[config.mk]
export PLATFORM = sky130hd
export DESIGN_NAME = bus_arbiter_flat
export DESIGN_NICKNAME = d
export VERILOG_FILES = /design/src/rtl/manta_bus_pkg.sv /design/src/rtl/bus_arbiter_if.sv /design/src/rtl/tag_delay_line.sv /design/src/rtl/bus_arbiter.sv /design/src/flat_wrapper.sv
export SDC_FILE = /design/constraint.sdc
export NUM_CORES = 1
export LEC_CHECK = 0
export CAP_MARGIN = 20
export CORE_AREA = 2 2 114 116
export DETAILED_ROUTE_END_ITERATION = 16
export DIE_AREA = 0 0 116 118
export PLACE_DENSITY = 0.58
export SLEW_MARGIN = 20
export SYNTH_ARGS = -nofsm -noshare
export SYNTH_HDL_FRONTEND = slang
export SYNTH_SLANG_ARGS = --single-unit
export TNS_END_PERCENT = 1
[constraint.sdc]
create_clock -name clk -period 5.8 [get_ports clk]
set_clock_uncertainty 0.1 [all_clocks]
set_input_delay 1.74 -clock clk [delete_from_list [all_inputs] [get_ports clk]]
set_output_delay 1.74 -clock clk [all_outputs]
set_load 0.02 [all_outputs]
[src/rtl/manta_bus_pkg.sv]
`default_nettype none
// ============================================================================
//  Module      : manta_bus_pkg
//  Description : Shared types and defaults for the Manta register-bus
//                arbiter (request bundle, requester id, tag-line entry).
//  Revision    : 1.0 - initial release
// ============================================================================
package manta_bus_pkg;

    localparam int unsigned c_ADDR_WIDTH = 16;
    localparam int unsigned c_DATA_WIDTH = 16;

    // Requester identity; REQ_A is the round-robin pointer value after reset.
    typedef enum logic {
        REQ_A = 1'b0,
        REQ_B = 1'b1
    } req_id_t;

    // One request as presented on the core-chain bus.
    typedef struct packed {
        logic [c_ADDR_WIDTH-1:0] addr;
        logic [c_DATA_WIDTH-1:0] wdata;
        logic                    rw;
    } bus_req_t;

    // One slot of the in-flight read tracker.
    typedef struct packed {
        logic    pending;
        req_id_t id;
    } tag_t;

    // The requester that did not win last time.
    function automatic req_id_t other_id(input req_id_t id);
        return (id == REQ_A) ? REQ_B : REQ_A;
    endfunction

endpackage
`default_nettype wire

[src/rtl/bus_arbiter_if.sv]
`default_nettype none
// ============================================================================
//  Module      : bus_arbiter_if
//  Description : Signal bundle around the arbiter: two requester ports, the
//                core-chain bus and the sticky error flags.
//                master = requesters + core chain, slave = arbiter.
//  Revision    : 1.0 - initial release
// ============================================================================
interface bus_arbiter_if
    import manta_bus_pkg::*;
#(
    parameter int ADDR_WIDTH = c_ADDR_WIDTH,
    parameter int DATA_WIDTH = c_DATA_WIDTH
);

    // Requester A
    logic [ADDR_WIDTH-1:0] a_addr;
    logic [DATA_WIDTH-1:0] a_wdata;
    logic                  a_rw;
    logic                  a_valid;
    logic                  a_ready;
    logic [DATA_WIDTH-1:0] a_rdata;
    logic                  a_rvalid;

    // Requester B
    logic [ADDR_WIDTH-1:0] b_addr;
    logic [DATA_WIDTH-1:0] b_wdata;
    logic                  b_rw;
    logic                  b_valid;
    logic                  b_ready;
    logic [DATA_WIDTH-1:0] b_rdata;
    logic                  b_rvalid;

    // Core chain
    logic [ADDR_WIDTH-1:0] bus_addr;
    logic [DATA_WIDTH-1:0] bus_wdata;
    logic                  bus_rw;
    logic                  bus_valid;
    logic [DATA_WIDTH-1:0] bus_rdata;
    logic                  bus_rdata_valid;

    // Error flags
    logic                  resp_orphan;
    logic                  resp_lost;

    modport master (
        output a_addr, a_wdata, a_rw, a_valid,
        input  a_ready, a_rdata, a_rvalid,
        output b_addr, b_wdata, b_rw, b_valid,
        input  b_ready, b_rdata, b_rvalid,
        input  bus_addr, bus_wdata, bus_rw, bus_valid,
        output bus_rdata, bus_rdata_valid,
        input  resp_orphan, resp_lost
    );

    modport slave (
        input  a_addr, a_wdata, a_rw, a_valid,
        output a_ready, a_rdata, a_rvalid,
        input  b_addr, b_wdata, b_rw, b_valid,
        output b_ready, b_rdata, b_rvalid,
        output bus_addr, bus_wdata, bus_rw, bus_valid,
        input  bus_rdata, bus_rdata_valid,
        output resp_orphan, resp_lost
    );

endinterface
`default_nettype wire

[src/rtl/tag_delay_line.sv]
`default_nettype none
// ============================================================================
//  Module      : tag_delay_line
//  Description : DEPTH-stage shift register of {pending, id} tags, shifted
//                every cycle; the last stage is exposed as the tail.
//  Revision    : 1.0 - initial release
// ============================================================================
module tag_delay_line
    import manta_bus_pkg::*;
#(
    parameter int DEPTH = 4
) (
    input  wire logic clk,
    input  wire logic rst,
    input  wire tag_t i_tag,
    output tag_t      o_tail
);

    tag_t r_tag [DEPTH];

    // Shift one stage per cycle; reset drops every in-flight tag.
    always_ff @(posedge clk or posedge rst) begin
        if (rst) begin
            for (int k = 0; k < DEPTH; k++) begin
                r_tag[k] <= '0;
            end
        end else begin
            for (int k = DEPTH - 1; k > 0; k--) begin
                r_tag[k] <= r_tag[k-1];
            end
            r_tag[0] <= i_tag;
        end
    end

    assign o_tail = r_tag[DEPTH-1];

endmodule
`default_nettype wire

[src/rtl/bus_arbiter.sv]
`default_nettype none
// ============================================================================
//  Module      : bus_arbiter
//  Description : Two-requester round-robin arbiter for the Manta register
//                bus. Registers the granted request onto the core chain,
//                tracks reads in flight and routes each response back to its
//                originator; flags orphan and lost responses.
//  Revision    : 1.0 - initial release
// ============================================================================
module bus_arbiter
    import manta_bus_pkg::*;
#(
    parameter int ADDR_WIDTH   = c_ADDR_WIDTH,
    parameter int DATA_WIDTH   = c_DATA_WIDTH,
    parameter int RESP_LATENCY = 4
) (
    input  wire logic     clk,
    input  wire logic     rst,
    bus_arbiter_if.slave  io
);

    localparam int              c_GUARD_W    = $clog2(RESP_LATENCY + 1);
    localparam [c_GUARD_W-1:0]  c_GUARD_INIT = c_GUARD_W'(RESP_LATENCY);

    logic                  w_grant_a;
    logic                  w_grant_b;
    logic                  w_accept;
    req_id_t               w_grant_id;

    req_id_t               r_last_grant;

    logic [ADDR_WIDTH-1:0] r_bus_addr;
    logic [DATA_WIDTH-1:0] r_bus_wdata;
    logic                  r_bus_rw;
    logic                  r_bus_valid;
    req_id_t               r_bus_id;

    tag_t                  w_tag_in;
    tag_t                  w_tail;

    logic                  r_a_rvalid;
    logic                  r_b_rvalid;
    logic [DATA_WIDTH-1:0] r_a_rdata;
    logic [DATA_WIDTH-1:0] r_b_rdata;

    logic                  r_orphan;
    logic                  r_lost;
    logic [c_GUARD_W-1:0]  r_guard;

    // Combinational grant: a lone request wins, a tie goes to the side that did not win last.
    always_comb begin
        w_grant_a = 1'b0;
        w_grant_b = 1'b0;
        if (!rst) begin
            if (io.a_valid && io.b_valid) begin
                if (other_id(r_last_grant) == REQ_A) begin
                    w_grant_a = 1'b1;
                end else begin
                    w_grant_b = 1'b1;
                end
            end else begin
                w_grant_a = io.a_valid;
                w_grant_b = io.b_valid;
            end
        end
    end

    assign w_accept   = w_grant_a | w_grant_b;
    assign w_grant_id = w_grant_b ? REQ_B : REQ_A;

    // Round-robin pointer moves only on an accepted transfer.
    always_ff @(posedge clk or posedge rst) begin
        if (rst) begin
            r_last_grant <= REQ_A;
        end else if (w_accept) begin
            r_last_grant <= w_grant_id;
        end
    end

    // Launch the granted request next cycle; address/data hold when idle.
    always_ff @(posedge clk or posedge rst) begin
        if (rst) begin
            r_bus_addr  <= '0;
            r_bus_wdata <= '0;
            r_bus_rw    <= 1'b0;
            r_bus_valid <= 1'b0;
            r_bus_id    <= REQ_A;
        end else begin
            r_bus_valid <= w_accept;
            if (w_accept) begin
                r_bus_addr  <= w_grant_b ? io.b_addr  : io.a_addr;
                r_bus_wdata <= w_grant_b ? io.b_wdata : io.a_wdata;
                r_bus_rw    <= w_grant_b ? io.b_rw    : io.a_rw;
                r_bus_id    <= w_grant_id;
            end
        end
    end

    // Only reads on the bus create a pending tag; writes enter as empty slots.
    assign w_tag_in = '{pending: r_bus_valid & ~r_bus_rw, id: r_bus_id};

    tag_delay_line #(
        .DEPTH (RESP_LATENCY)
    ) u_tag_line (
        .clk    (clk),
        .rst    (rst),
        .i_tag  (w_tag_in),
        .o_tail (w_tail)
    );

    // Route a response that lines up with a pending tail entry to its owner.
    always_ff @(posedge clk or posedge rst) begin
        if (rst) begin
            r_a_rvalid <= 1'b0;
            r_b_rvalid <= 1'b0;
            r_a_rdata  <= '0;
            r_b_rdata  <= '0;
        end else begin
            r_a_rvalid <= 1'b0;
            r_b_rvalid <= 1'b0;
            if (io.bus_rdata_valid && w_tail.pending) begin
                if (w_tail.id == REQ_A) begin
                    r_a_rvalid <= 1'b1;
                    r_a_rdata  <= io.bus_rdata;
                end else begin
                    r_b_rvalid <= 1'b1;
                    r_b_rdata  <= io.bus_rdata;
                end
            end
        end
    end

    // Counts down after reset so responses to reads issued before reset are dropped quietly.
    always_ff @(posedge clk or posedge rst) begin
        if (rst) begin
            r_guard <= c_GUARD_INIT;
        end else if (r_guard != '0) begin
            r_guard <= r_guard - 1'b1;
        end
    end

    // Sticky error flags: unexpected response, or missing response at the due slot.
    always_ff @(posedge clk or posedge rst) begin
        if (rst) begin
            r_orphan <= 1'b0;
            r_lost   <= 1'b0;
        end else begin
            if (io.bus_rdata_valid && !w_tail.pending && (r_guard == '0)) begin
                r_orphan <= 1'b1;
            end
            if (w_tail.pending && !io.bus_rdata_valid) begin
                r_lost <= 1'b1;
            end
        end
    end

    assign io.a_ready     = w_grant_a;
    assign io.b_ready     = w_grant_b;
    assign io.a_rdata     = r_a_rdata;
    assign io.a_rvalid    = r_a_rvalid;
    assign io.b_rdata     = r_b_rdata;
    assign io.b_rvalid    = r_b_rvalid;
    assign io.bus_addr    = r_bus_addr;
    assign io.bus_wdata   = r_bus_wdata;
    assign io.bus_rw      = r_bus_rw;
    assign io.bus_valid   = r_bus_valid;
    assign io.resp_orphan = r_orphan;
    assign io.resp_lost   = r_lost;

endmodule
`default_nettype wire

[src/flat_wrapper.sv]
// flat-port wrapper written by rule: the top's interface ports become plain ports
module bus_arbiter_flat import manta_bus_pkg::*;
#(
    parameter int ADDR_WIDTH   = c_ADDR_WIDTH,
    parameter int DATA_WIDTH   = c_DATA_WIDTH,
    parameter int RESP_LATENCY = 4
)
  (clk, rst, io_a_addr, io_a_wdata, io_a_rw, io_a_valid, io_a_ready, io_a_rdata, io_a_rvalid, io_b_addr, io_b_wdata, io_b_rw, io_b_valid, io_b_ready, io_b_rdata, io_b_rvalid, io_bus_addr, io_bus_wdata, io_bus_rw, io_bus_valid, io_bus_rdata, io_bus_rdata_valid, io_resp_orphan, io_resp_lost);
  bus_arbiter_if #(.ADDR_WIDTH(ADDR_WIDTH), .DATA_WIDTH(DATA_WIDTH)) io_i ();
  input  wire logic clk;
  input  wire logic rst;
  input wire logic [$bits(io_i.a_addr)-1:0] io_a_addr;
  input wire logic [$bits(io_i.a_wdata)-1:0] io_a_wdata;
  input wire logic [$bits(io_i.a_rw)-1:0] io_a_rw;
  input wire logic [$bits(io_i.a_valid)-1:0] io_a_valid;
  output wire logic [$bits(io_i.a_ready)-1:0] io_a_ready;
  output wire logic [$bits(io_i.a_rdata)-1:0] io_a_rdata;
  output wire logic [$bits(io_i.a_rvalid)-1:0] io_a_rvalid;
  input wire logic [$bits(io_i.b_addr)-1:0] io_b_addr;
  input wire logic [$bits(io_i.b_wdata)-1:0] io_b_wdata;
  input wire logic [$bits(io_i.b_rw)-1:0] io_b_rw;
  input wire logic [$bits(io_i.b_valid)-1:0] io_b_valid;
  output wire logic [$bits(io_i.b_ready)-1:0] io_b_ready;
  output wire logic [$bits(io_i.b_rdata)-1:0] io_b_rdata;
  output wire logic [$bits(io_i.b_rvalid)-1:0] io_b_rvalid;
  output wire logic [$bits(io_i.bus_addr)-1:0] io_bus_addr;
  output wire logic [$bits(io_i.bus_wdata)-1:0] io_bus_wdata;
  output wire logic [$bits(io_i.bus_rw)-1:0] io_bus_rw;
  output wire logic [$bits(io_i.bus_valid)-1:0] io_bus_valid;
  input wire logic [$bits(io_i.bus_rdata)-1:0] io_bus_rdata;
  input wire logic [$bits(io_i.bus_rdata_valid)-1:0] io_bus_rdata_valid;
  output wire logic [$bits(io_i.resp_orphan)-1:0] io_resp_orphan;
  output wire logic [$bits(io_i.resp_lost)-1:0] io_resp_lost;
  assign io_i.a_addr = io_a_addr;
  assign io_i.a_wdata = io_a_wdata;
  assign io_i.a_rw = io_a_rw;
  assign io_i.a_valid = io_a_valid;
  assign io_a_ready = io_i.a_ready;
  assign io_a_rdata = io_i.a_rdata;
  assign io_a_rvalid = io_i.a_rvalid;
  assign io_i.b_addr = io_b_addr;
  assign io_i.b_wdata = io_b_wdata;
  assign io_i.b_rw = io_b_rw;
  assign io_i.b_valid = io_b_valid;
  assign io_b_ready = io_i.b_ready;
  assign io_b_rdata = io_i.b_rdata;
  assign io_b_rvalid = io_i.b_rvalid;
  assign io_bus_addr = io_i.bus_addr;
  assign io_bus_wdata = io_i.bus_wdata;
  assign io_bus_rw = io_i.bus_rw;
  assign io_bus_valid = io_i.bus_valid;
  assign io_i.bus_rdata = io_bus_rdata;
  assign io_i.bus_rdata_valid = io_bus_rdata_valid;
  assign io_resp_orphan = io_i.resp_orphan;
  assign io_resp_lost = io_i.resp_lost;
  bus_arbiter #(.ADDR_WIDTH(ADDR_WIDTH), .DATA_WIDTH(DATA_WIDTH), .RESP_LATENCY(RESP_LATENCY)) u_core (.clk(clk), .rst(rst), .io(io_i));
endmodule
==> results.sh, run 1 <==
export IMPL_gate_count_post_synth=302
export IMPL_syn_mean_instance_area_um2=12.0
export IMPL_status="completed"
export IMPL_clkTransAtPathRegs_ns=0.06
export IMPL_final_cell_mix="clkdlybuf4s50_1, dfrtp_1, nor2_1"
export IMPL_powerDensity_mw_per_mm2=374
export IMPL_number_of_global_route_vias_before_repair=3129
export IMPL_place_detailed_hpwl_um=6850
export IMPL_fmax_mhz=197
export IMPL_tritoncts_num_buffers=9
export IMPL_worst_slack_ns=0.725
export IMPL_cp_max_fo=4
export IMPL_die_height_um=118
export IMPL_mappedNetlistArea_mm2=0.00363
export IMPL_grt_max_degree=68
export IMPL_clock_buffer_depth=2
export IMPL_fin_crit_ns=5.07
export IMPL_slew_limit_headroom=0.494
export IMPL_critPathArrivalTime_ns=3.23
export IMPL_hold_worst_slack_ns=0.246
export IMPL_setup_tns_final_ns=0
export IMPL_cts_root_buf="clkbuf_16"
export IMPL_num_fill_cells=1199
export IMPL_gp_congestion=0.715
export IMPL_antennaDiodeCount=0
export IMPL_timing_worst_setup_path_type="input pin to output port"
export IMPL_dominantRegCellSynth="dfrtp_1"
export IMPL_worstPathRequired_ns=3.96
export IMPL_top_level_ports=159
export IMPL_cpPeakStageDelay_ns=0.66
export IMPL_drtPass1Iterations=4
export IMPL_path_common_cell="clkdlybuf4s50_1"
export IMPL_num_nets_final=537
export IMPL_antenna_violations_before_repair=0
export IMPL_initial_core_util=0.293
export IMPL_r2r_depth=4
export IMPL_cts_htree_levels=3
export IMPL_routed_wirelength_normalized_by_instance_count_um=16.5
export IMPL_hold_path_cell_count=0
export IMPL_routed_wirelength_um=10300
export IMPL_rr_startpoint="u_core.r_last_grant"
export IMPL_layout_drive_gt1_share=0.132
export IMPL_place_inst=609
export IMPL_synth_enable_flop_cells=0
export IMPL_synth_sequential_area_ratio=0.565
export IMPL_preCtsSetupSlack_ns=0.713
export IMPL_critical_path_n_buffers_inverters=2
export IMPL_cpMaxStageDelayCell="clkdlybuf4s50_1"
export IMPL_fp_dieArea_mm2=0.0137
export IMPL_clkLatencyLatePin_ns=0.33
export IMPL_hold_path_startpoint="u_core.u_tag_line.r_tag[7]"
export IMPL_start_kind="input pin"
export IMPL_hold_violations=0
export IMPL_crit_path_cell_trace="clkdlybuf4s50_1 > nand2b_1 > nor2_1 > clkdlybuf4s50_1"
export IMPL_ys_warnings_count=0
export IMPL_drt_first_iter_violations=133
export IMPL_via_per_inst=4.82
export IMPL_std_cell_rows=41
export IMPL_finish_cell_count_without_fillers=625
export IMPL_coreArea_mm2=0.0124
export IMPL_drv_max_cap_violation_count=0
export IMPL_worst_r2r_setup_slack_ns=4.35
export IMPL_syn_num_nets=391
export IMPL_clock_sinks=82
export IMPL_hold_end="u_core.u_tag_line.r_tag[5]"
export IMPL_io_buffer_count=158
export IMPL_grt_overflow_total=0
export IMPL_area_growth_synth_to_final_pct=55.7
export IMPL_hold_buffers=0
export IMPL_wire_length_of_the_first_global_routing_pass_um=16400
export IMPL_postRouteAntennaNets=0
export IMPL_via_count=3013
export IMPL_postCtsResizedCells=0
export IMPL_p_leak_nw=2.29
export IMPL_final_common_cell="clkdlybuf4s50_1"
export IMPL_setup_violations=0
export IMPL_worstReg2RegEnd="u_core.io.bus_wdata[9]"
export IMPL_post_synth_cell_types=27
export IMPL_postSynth_asyncResetShare=1.00
export IMPL_route_detailed_drc=0
export IMPL_timing_critical_path_max_delay_family="buffers and inverters"
export IMPL_timing_final_crit_share=0.875
export IMPL_finalMaxSlewViolations=0
export IMPL_die_w_um=116
export IMPL_worstSetupEndpointType="output port"
export IMPL_tightest_slew_ns=0.759
export IMPL_vdd_ir_drop_max_v=0.000129
export IMPL_synth_seq_cells=82
export IMPL_hold_path_class="flip-flop to flip-flop"
export IMPL_cts_tree="done"
export IMPL_grt_setup_unrepaired="no"
export IMPL_post_cts_setup_buffers=0
export IMPL_grt_util_all_layers=0.153
[sequential cells by signal, indices dropped and copies added (netlist names)]
signal / cells
u_core.io.a_rdata: 16
u_core.io.a_rvalid: 1
u_core.io.b_rdata: 16
u_core.io.b_rvalid: 1
u_core.io.bus_addr: 16
u_core.io.bus_rw: 1
u_core.io.bus_valid: 1
u_core.io.bus_wdata: 16
u_core.io.resp_lost: 1
u_core.io.resp_orphan: 1
u_core.r_guard: 3
u_core.r_last_grant: 1
u_core.u_tag_line.o_tail: 2
u_core.u_tag_line.r_tag: 6
[routing by layer]
layer  wire length, um  up-vias  GRT usage
li1                  -     1420          -
met2              4670      128      0.235
met4               140        0     0.0499
met1              4740     1456      0.207
met3               737        9     0.0433
met5                 0        -          0
[power breakdown]
group,internal (mW),switching [mW],total [mW],leakage (nW)
combinational,0.374,0.320,0.693,1.16
clock,0.434,0.223,0.656,0.167
sequential,0.699,0.0657,0.765,0.968
total,1.51,0.608,2.11,2.29
[worst reg2reg max path, stage by stage (launching register included)]
cell       delay (ns)
dfrtp_1          0.41
clkinv_1         0.08
buf_4            0.36
o2111ai_1        0.21
a31oi_1          0.22
[cell usage after synthesis, drive strengths merged, types with 2 or more instances]
library cell,instances,area [um^2]
dfrtp,81,2030
nor2,35,131
a31oi,33,206
mux2,33,439
o2111ai,33,289
o21ai,33,165
clkbuf,16,66.3
buf,14,108
inv,5,18.8
clkinv,3,11.3
ha,2,25.0
nor2b,2,12.5
[kinds of logic (layout without fill, tap and decap cells)]
| kind of cell | count (synthesis) | in the layout | share of synthesized area |
|---|---|---|---|
| buf+inv | 38 | 189 | 0.0561 |
| fa+ha+maj | 2 | 2 | 0.00688 |
| simple gates | 41 | 41 | 0.0534 |
| mux | 34 | 34 | 0.124 |
| compound gates | 104 | 104 | 0.193 |
| xor+xnor | 1 | 1 | 0.00241 |
| flops | 82 | 82 | 0.565 |
[worst max path at each step]
| stage | end | cells after the start | start | slack [ns] |
|---|---|---|---|---|
| final | io_b_ready | 4 | rst | 0.73 |
| after global routing | io_b_ready | 4 | rst | 0.65 |
| after CTS | io_b_ready | 4 | rst | 0.71 |
| after detailed placement | io_b_ready | 4 | rst | 0.71 |
| after global placement | io_b_ready | 4 | rst | 0.72 |
| after floorplan | io_a_ready | 3 | io_a_valid | 1.30 |
[per-stage QoR]
stage | power [mW] | instance area [um^2] | utilization
finish | 2.11 | 5660 | 0.456
global placement | 1.46 | 5310 | 0.428
floorplan | 1.12 | 3630 | -
CTS | 2.15 | 5660 | 0.456
detailed placement | 1.47 | 5310 | 0.428
global route | 2.23 | 5660 | 0.456
[area by class of cell]
type                       count  area [um^2]  share of cell area
multi-input combinational    182         1380               0.243
sequential                    82         2050               0.363
timing repair buffer         165         1630               0.289
tap                          172          215              0.0380
clock inverter                 4         98.8              0.0175
inverter                       8         32.5             0.00575
clock buffer                  12          246              0.0436
(Power assumes the default switching activity.)
==> run 2, diff against run 1 <==
--- a/config.mk
+++ b/config.mk
@@ -7,9 +7,11 @@
 export LEC_CHECK = 0
 export CAP_MARGIN = 20
 export CORE_AREA = 2 2 114 116
+export CTS_CLUSTER_SIZE = 25
 export DETAILED_ROUTE_END_ITERATION = 16
 export DIE_AREA = 0 0 116 118
 export PLACE_DENSITY = 0.58
+export RECOVER_POWER = 25
 export SLEW_MARGIN = 20
 export SYNTH_ARGS = -nofsm -noshare
 export SYNTH_HDL_FRONTEND = slang
==> results.sh, run 2 (same netlist as run 1, synthesis figures left out) <==
export IMPL_status="completed"
export IMPL_cts_htree_levels=3
export IMPL_io_buffer_count=158
export IMPL_fp_dieArea_mm2=0.0137
export IMPL_final_cell_mix="clkdlybuf4s50_1, dfrtp_1, nor2_1"
export IMPL_crit_path_cell_trace="dlygate4sd3_1 > nand2b_1 > nor2_1 > clkdlybuf4s50_1"
export IMPL_route_detailed_drc=0
export IMPL_cts_root_buf="clkbuf_16"
export IMPL_antennaDiodeCount=0
export IMPL_drtPass1Iterations=4
export IMPL_setup_tns_final_ns=0
export IMPL_grt_setup_unrepaired="no"
export IMPL_post_cts_setup_buffers=0
export IMPL_top_level_ports=159
export IMPL_via_per_inst=4.84
export IMPL_initial_core_util=0.293
export IMPL_worst_slack_ns=0.616
export IMPL_setup_violations=0
export IMPL_std_cell_rows=41
export IMPL_clkTransAtPathRegs_ns=0.06
export IMPL_coreArea_mm2=0.0124
export IMPL_p_leak_nw=2.27
export IMPL_die_height_um=118
export IMPL_tightest_slew_ns=1.09
export IMPL_area_growth_synth_to_final_pct=55.0
export IMPL_fmax_mhz=193
export IMPL_place_inst=609
export IMPL_die_w_um=116
export IMPL_clock_sinks=82
export IMPL_hold_buffers=0
export IMPL_wire_length_of_the_first_global_routing_pass_um=16400
export IMPL_layout_drive_gt1_share=0.128
export IMPL_critPathArrivalTime_ns=3.34
export IMPL_drt_first_iter_violations=134
export IMPL_cp_max_fo=4
export IMPL_start_kind="input pin"
export IMPL_timing_final_crit_share=0.894
export IMPL_final_common_cell="clkdlybuf4s50_1"
export IMPL_postRouteAntennaNets=0
export IMPL_num_fill_cells=1203
export IMPL_worstSetupEndpointType="output port"
export IMPL_register_cell_area_after_layout_mm2=0.00205
export IMPL_clkLatencyLatePin_ns=0.34
export IMPL_multiInputGateArea_mm2=0.00135
export IMPL_routed_wirelength_normalized_by_instance_count_um=16.5
export IMPL_grt_util_met1=0.207
export IMPL_globalRouteMet3Util=0.0433
export IMPL_gp_congestion=0.715
export IMPL_worstPathRequired_ns=3.96
export IMPL_hold_path_class="flip-flop to flip-flop"
export IMPL_clock_buffer_depth=2
export IMPL_via_count=3025
export IMPL_grt_busiest_layer="met2"
export IMPL_hold_violations=0
export IMPL_tritoncts_num_buffers=9
export IMPL_timing_worst_setup_path_type="input pin to output port"
export IMPL_postCtsResizedCells=0
export IMPL_num_nets_final=537
export IMPL_cts_tree="done"
export IMPL_place_detailed_hpwl_um=6850
export IMPL_antenna_violations_before_repair=0
export IMPL_vdd_ir_drop_max_v=0.000129
export IMPL_post_layout_total_power_mw=2.11
export IMPL_preCtsSetupSlack_ns=0.713
export IMPL_cpPeakStageDelay_ns=0.66
export IMPL_routed_wirelength_um=10300
export IMPL_powerDensity_mw_per_mm2=375
export IMPL_critical_path_n_buffers_inverters=2
export IMPL_grt_util_all_layers=0.153
export IMPL_finish_cell_count_without_fillers=625
export IMPL_grt_overflow_total=0
export IMPL_cpMaxStageDelayCell="clkdlybuf4s50_1"
export IMPL_grt_max_degree=68
export IMPL_drv_max_cap_violation_count=0
export IMPL_timing_critical_path_max_delay_family="buffers and inverters"
export IMPL_fin_crit_ns=5.18
export IMPL_slew_limit_headroom=0.274
export IMPL_finalMaxSlewViolations=0
export IMPL_number_of_global_route_vias_before_repair=3129
export IMPL_grt_use_met2=0.235
## run 2: worst reg2reg max path, cell delays in order, from the launching register on
cell and delay (ns):
dfrtp_1 0.37, nand3b_1 0.80, mux2_4 0.58
## run 2: through the flow
step / instance area [um^2] / hold WS (ns) / util
6_report: 5630 / 0.246 / 0.454
5_1_grt: 5630 / 0.254 / 0.454
4_1_cts: 5660 / 0.250 / 0.456
3_5_place_dp: 5310 / 0.235 / 0.428
3_3_place_gp: 5310 / 0.232 / 0.428
2_1_floorplan: 3630 / 0.231 / -
## run 2: worst paths after layout
kind / from / endpoint / slack, ns / cells past startpoint
max in group asynchronous: rst / u_core.io.b_rdata[0] / 2.51 / 3
hold / removal: u_core.u_tag_line.r_tag[7] / u_core.u_tag_line.r_tag[5] / 0.25 / 0
setup / recovery: rst / io_b_ready / 0.62 / 4
hold reg to reg: u_core.u_tag_line.r_tag[7] / u_core.u_tag_line.r_tag[5] / 0.25 / 0
min in group asynchronous: rst / u_core.io.bus_wdata[15] / 1.97 / 2
setup reg to reg: u_core.u_tag_line.o_tail[0] / u_core.io.a_rdata[1] / 3.83 / 2
## run 2: area by class of cell
cell class,count,share of cell area
clock buffers,12,0.0438
clock inverters,4,0.0175
inverters,8,0.00578
multi-input cells,182,0.240
flip-flops and latches,82,0.365
well taps,172,0.0382
repair buffers,165,0.290
## run 2: layer usage
layer  vias up  share of wire
li1       1421              -
met4         0          0.014
met1      1460           0.46
met5         -              0
met3        11          0.072
met2       133           0.45
## run 2: power by group
group          internal, mW  switching [mW]
Sequential            0.699          0.0645
Combinational         0.373           0.319
Clock                 0.434           0.223
==> run 3, diff against run 2 <==
--- a/config.mk
+++ b/config.mk
@@ -7,10 +7,11 @@
 export LEC_CHECK = 0
 export CAP_MARGIN = 20
 export CORE_AREA = 2 2 114 116
-export CTS_CLUSTER_SIZE = 25
+export CTS_CLUSTER_SIZE = 24
 export DETAILED_ROUTE_END_ITERATION = 16
 export DIE_AREA = 0 0 116 118
-export PLACE_DENSITY = 0.58
+export DONT_BUFFER_PORTS = 1
+export PLACE_DENSITY = 0.42
 export RECOVER_POWER = 25
 export SLEW_MARGIN = 20
 export SYNTH_ARGS = -nofsm -noshare
==> results.sh, run 3 (same netlist as run 1, synthesis figures left out) <==
export IMPL_drv_max_cap_violation_count=0
export IMPL_final_cell_mix="dfrtp_1, nor2_1, o2111ai_1, o21ai_0, a31oi_1"
export IMPL_grt_max_degree=71
export IMPL_grt_busiest_layer="met2"
export IMPL_grt_use_met2=0.186
export IMPL_worstPathRequired_ns=3.96
export IMPL_fp_dieArea_mm2=0.0137
export IMPL_fmax_mhz=244
export IMPL_crit_path_cell_trace="nand2b_1 > nor2_1"
export IMPL_hold_worst_slack_ns=0.248
export IMPL_timing_critical_path_max_delay_family="simple AND/OR/NAND/NOR gates"
export IMPL_antennaDiodeCount=0
export IMPL_top_level_ports=159
export IMPL_grt_overflow_total=0
export IMPL_wire_length_of_the_first_global_routing_pass_um=13800
export IMPL_cts_root_buf="clkbuf_16"
export IMPL_timing_worst_setup_path_type="input pin to output port"
export IMPL_route_detailed_drc=0
export IMPL_status="completed"
export IMPL_setup_violations=0
export IMPL_globalRouteMet3Util=0.0669
export IMPL_powerDensity_mw_per_mm2=429
export IMPL_final_common_cell="dfrtp_1"
export IMPL_hold_violations=0
export IMPL_number_of_global_route_vias_before_repair=2483
export IMPL_via_per_inst=5.19
export IMPL_coreArea_mm2=0.0124
export IMPL_io_buffer_count=0
export IMPL_place_detailed_hpwl_um=5730
export IMPL_postRouteAntennaNets=0
export IMPL_cp_max_fo=4
export IMPL_antenna_violations_before_repair=1
export IMPL_slew_limit_headroom=0.272
export IMPL_tritoncts_num_buffers=9
export IMPL_setup_tns_final_ns=0
export IMPL_post_cts_setup_buffers=0
export IMPL_layout_drive_gt1_share=0.197
export IMPL_hold_buffers=0
export IMPL_num_nets_final=379
export IMPL_initial_core_util=0.293
export IMPL_drt_first_iter_violations=119
export IMPL_critPathArrivalTime_ns=2.26
export IMPL_clkLatencyLatePin_ns=0.34
export IMPL_std_cell_rows=41
export IMPL_postCtsResizedCells=0
export IMPL_die_height_um=118
export IMPL_routed_wirelength_um=8970
export IMPL_timing_final_crit_share=0.707
export IMPL_critical_path_n_buffers_inverters=0
export IMPL_vdd_ir_drop_max_v=0.000153
export IMPL_cpPeakStageDelay_ns=0.39
export IMPL_grt_util_all_layers=0.134
export IMPL_p_leak_nw=1.63
export IMPL_area_growth_synth_to_final_pct=10.4
export IMPL_start_kind="input pin"
export IMPL_gp_congestion=0.673
export IMPL_cpMaxStageDelayCell="nor2_1"
export IMPL_via_count=2418
export IMPL_hold_path_class="flip-flop to flip-flop"
export IMPL_routed_wirelength_normalized_by_instance_count_um=19.2
export IMPL_fin_crit_ns=4.10
export IMPL_worstSetupEndpointType="output port"
export IMPL_tightest_slew_ns=1.09
export IMPL_grt_setup_unrepaired="no"
export IMPL_finalMaxSlewViolations=0
export IMPL_clock_sinks=82
export IMPL_cts_tree="done"
export IMPL_die_w_um=116
export IMPL_clkTransAtPathRegs_ns=0.06
export IMPL_drtPass1Iterations=4
export IMPL_cts_htree_levels=3
export IMPL_grt_util_met1=0.169
export IMPL_clock_buffer_depth=2
run 3: changes by cell type in the layout (fill, tap and decap cells not counted), moves of 2 or more:
cell	previous run	this run
clkdlybuf4s50_1	156	0
bufinv_16	3	1
clkinv_2	0	2
dlygate4sd3_1	2	0
run 3: final timing paths:
| kind | startpoint | endpoint | slack [ns] | cells past startpoint |
|---|---|---|---|---|
| worst max-delay path | rst | io_b_ready | 1.70 | 2 |
| worst max register to register | u_core.u_tag_line.o_tail[0] | u_core.io.a_rdata[4] | 3.83 | 2 |
| worst min-delay path | u_core.u_tag_line.r_tag[2] | u_core.u_tag_line.o_tail[0] | 0.25 | 0 |
| worst min register to register | u_core.u_tag_line.r_tag[2] | u_core.u_tag_line.o_tail[0] | 0.25 | 0 |
| min in group asynchronous | rst | u_core.io.bus_addr[15] | 1.31 | 1 |
| max in group asynchronous | rst | u_core.io.b_rdata[10] | 3.21 | 2 |
run 3: cell type report:
cell class / instances / area, um^2
multi-input cells: 182 / 1350
fillers: 1283 / 8400
inverters: 8 / 32.5
repair buffers: 7 / 72.6
clock inverters: 5 / 56.3
well taps: 172 / 215
clock buffers: 10 / 229
flip-flops and latches: 82 / 2050
run 3: metal layers:
layer  part of all wire  vias up
li1                   -     1109
met1               0.41     1162
met2               0.43      133
met3               0.13       14
met4              0.022        0
met5                  0        -
run 3: where the power goes:
part,internal [mW],switching (mW)
Sequential,0.698,0.242
Clock,0.330,0.226
Combinational,0.127,0.0956
run 3: metrics by stage:
step / cells / total power, mW / setup WS [ns] / utilization / instance area, um^2
4_1_cts: 465 / 1.75 / 1.67 / 0.323 / 4010
6_report: 466 / 1.72 / 1.70 / 0.323 / 4010
3_3_place_gp: 450 / 1.17 / 1.68 / 0.300 / 3720
5_1_grt: 466 / 1.81 / 1.65 / 0.323 / 4010
3_5_place_dp: 450 / 1.17 / 1.67 / 0.300 / 3720
2_1_floorplan: 302 / 1.12 / 1.30 / - / 3630
run 3: worst register-to-register path: stages, from the launching register on:
cell	delay, ns
dfrtp_1	0.37
nand3b_1	0.80
mux2_4	0.59
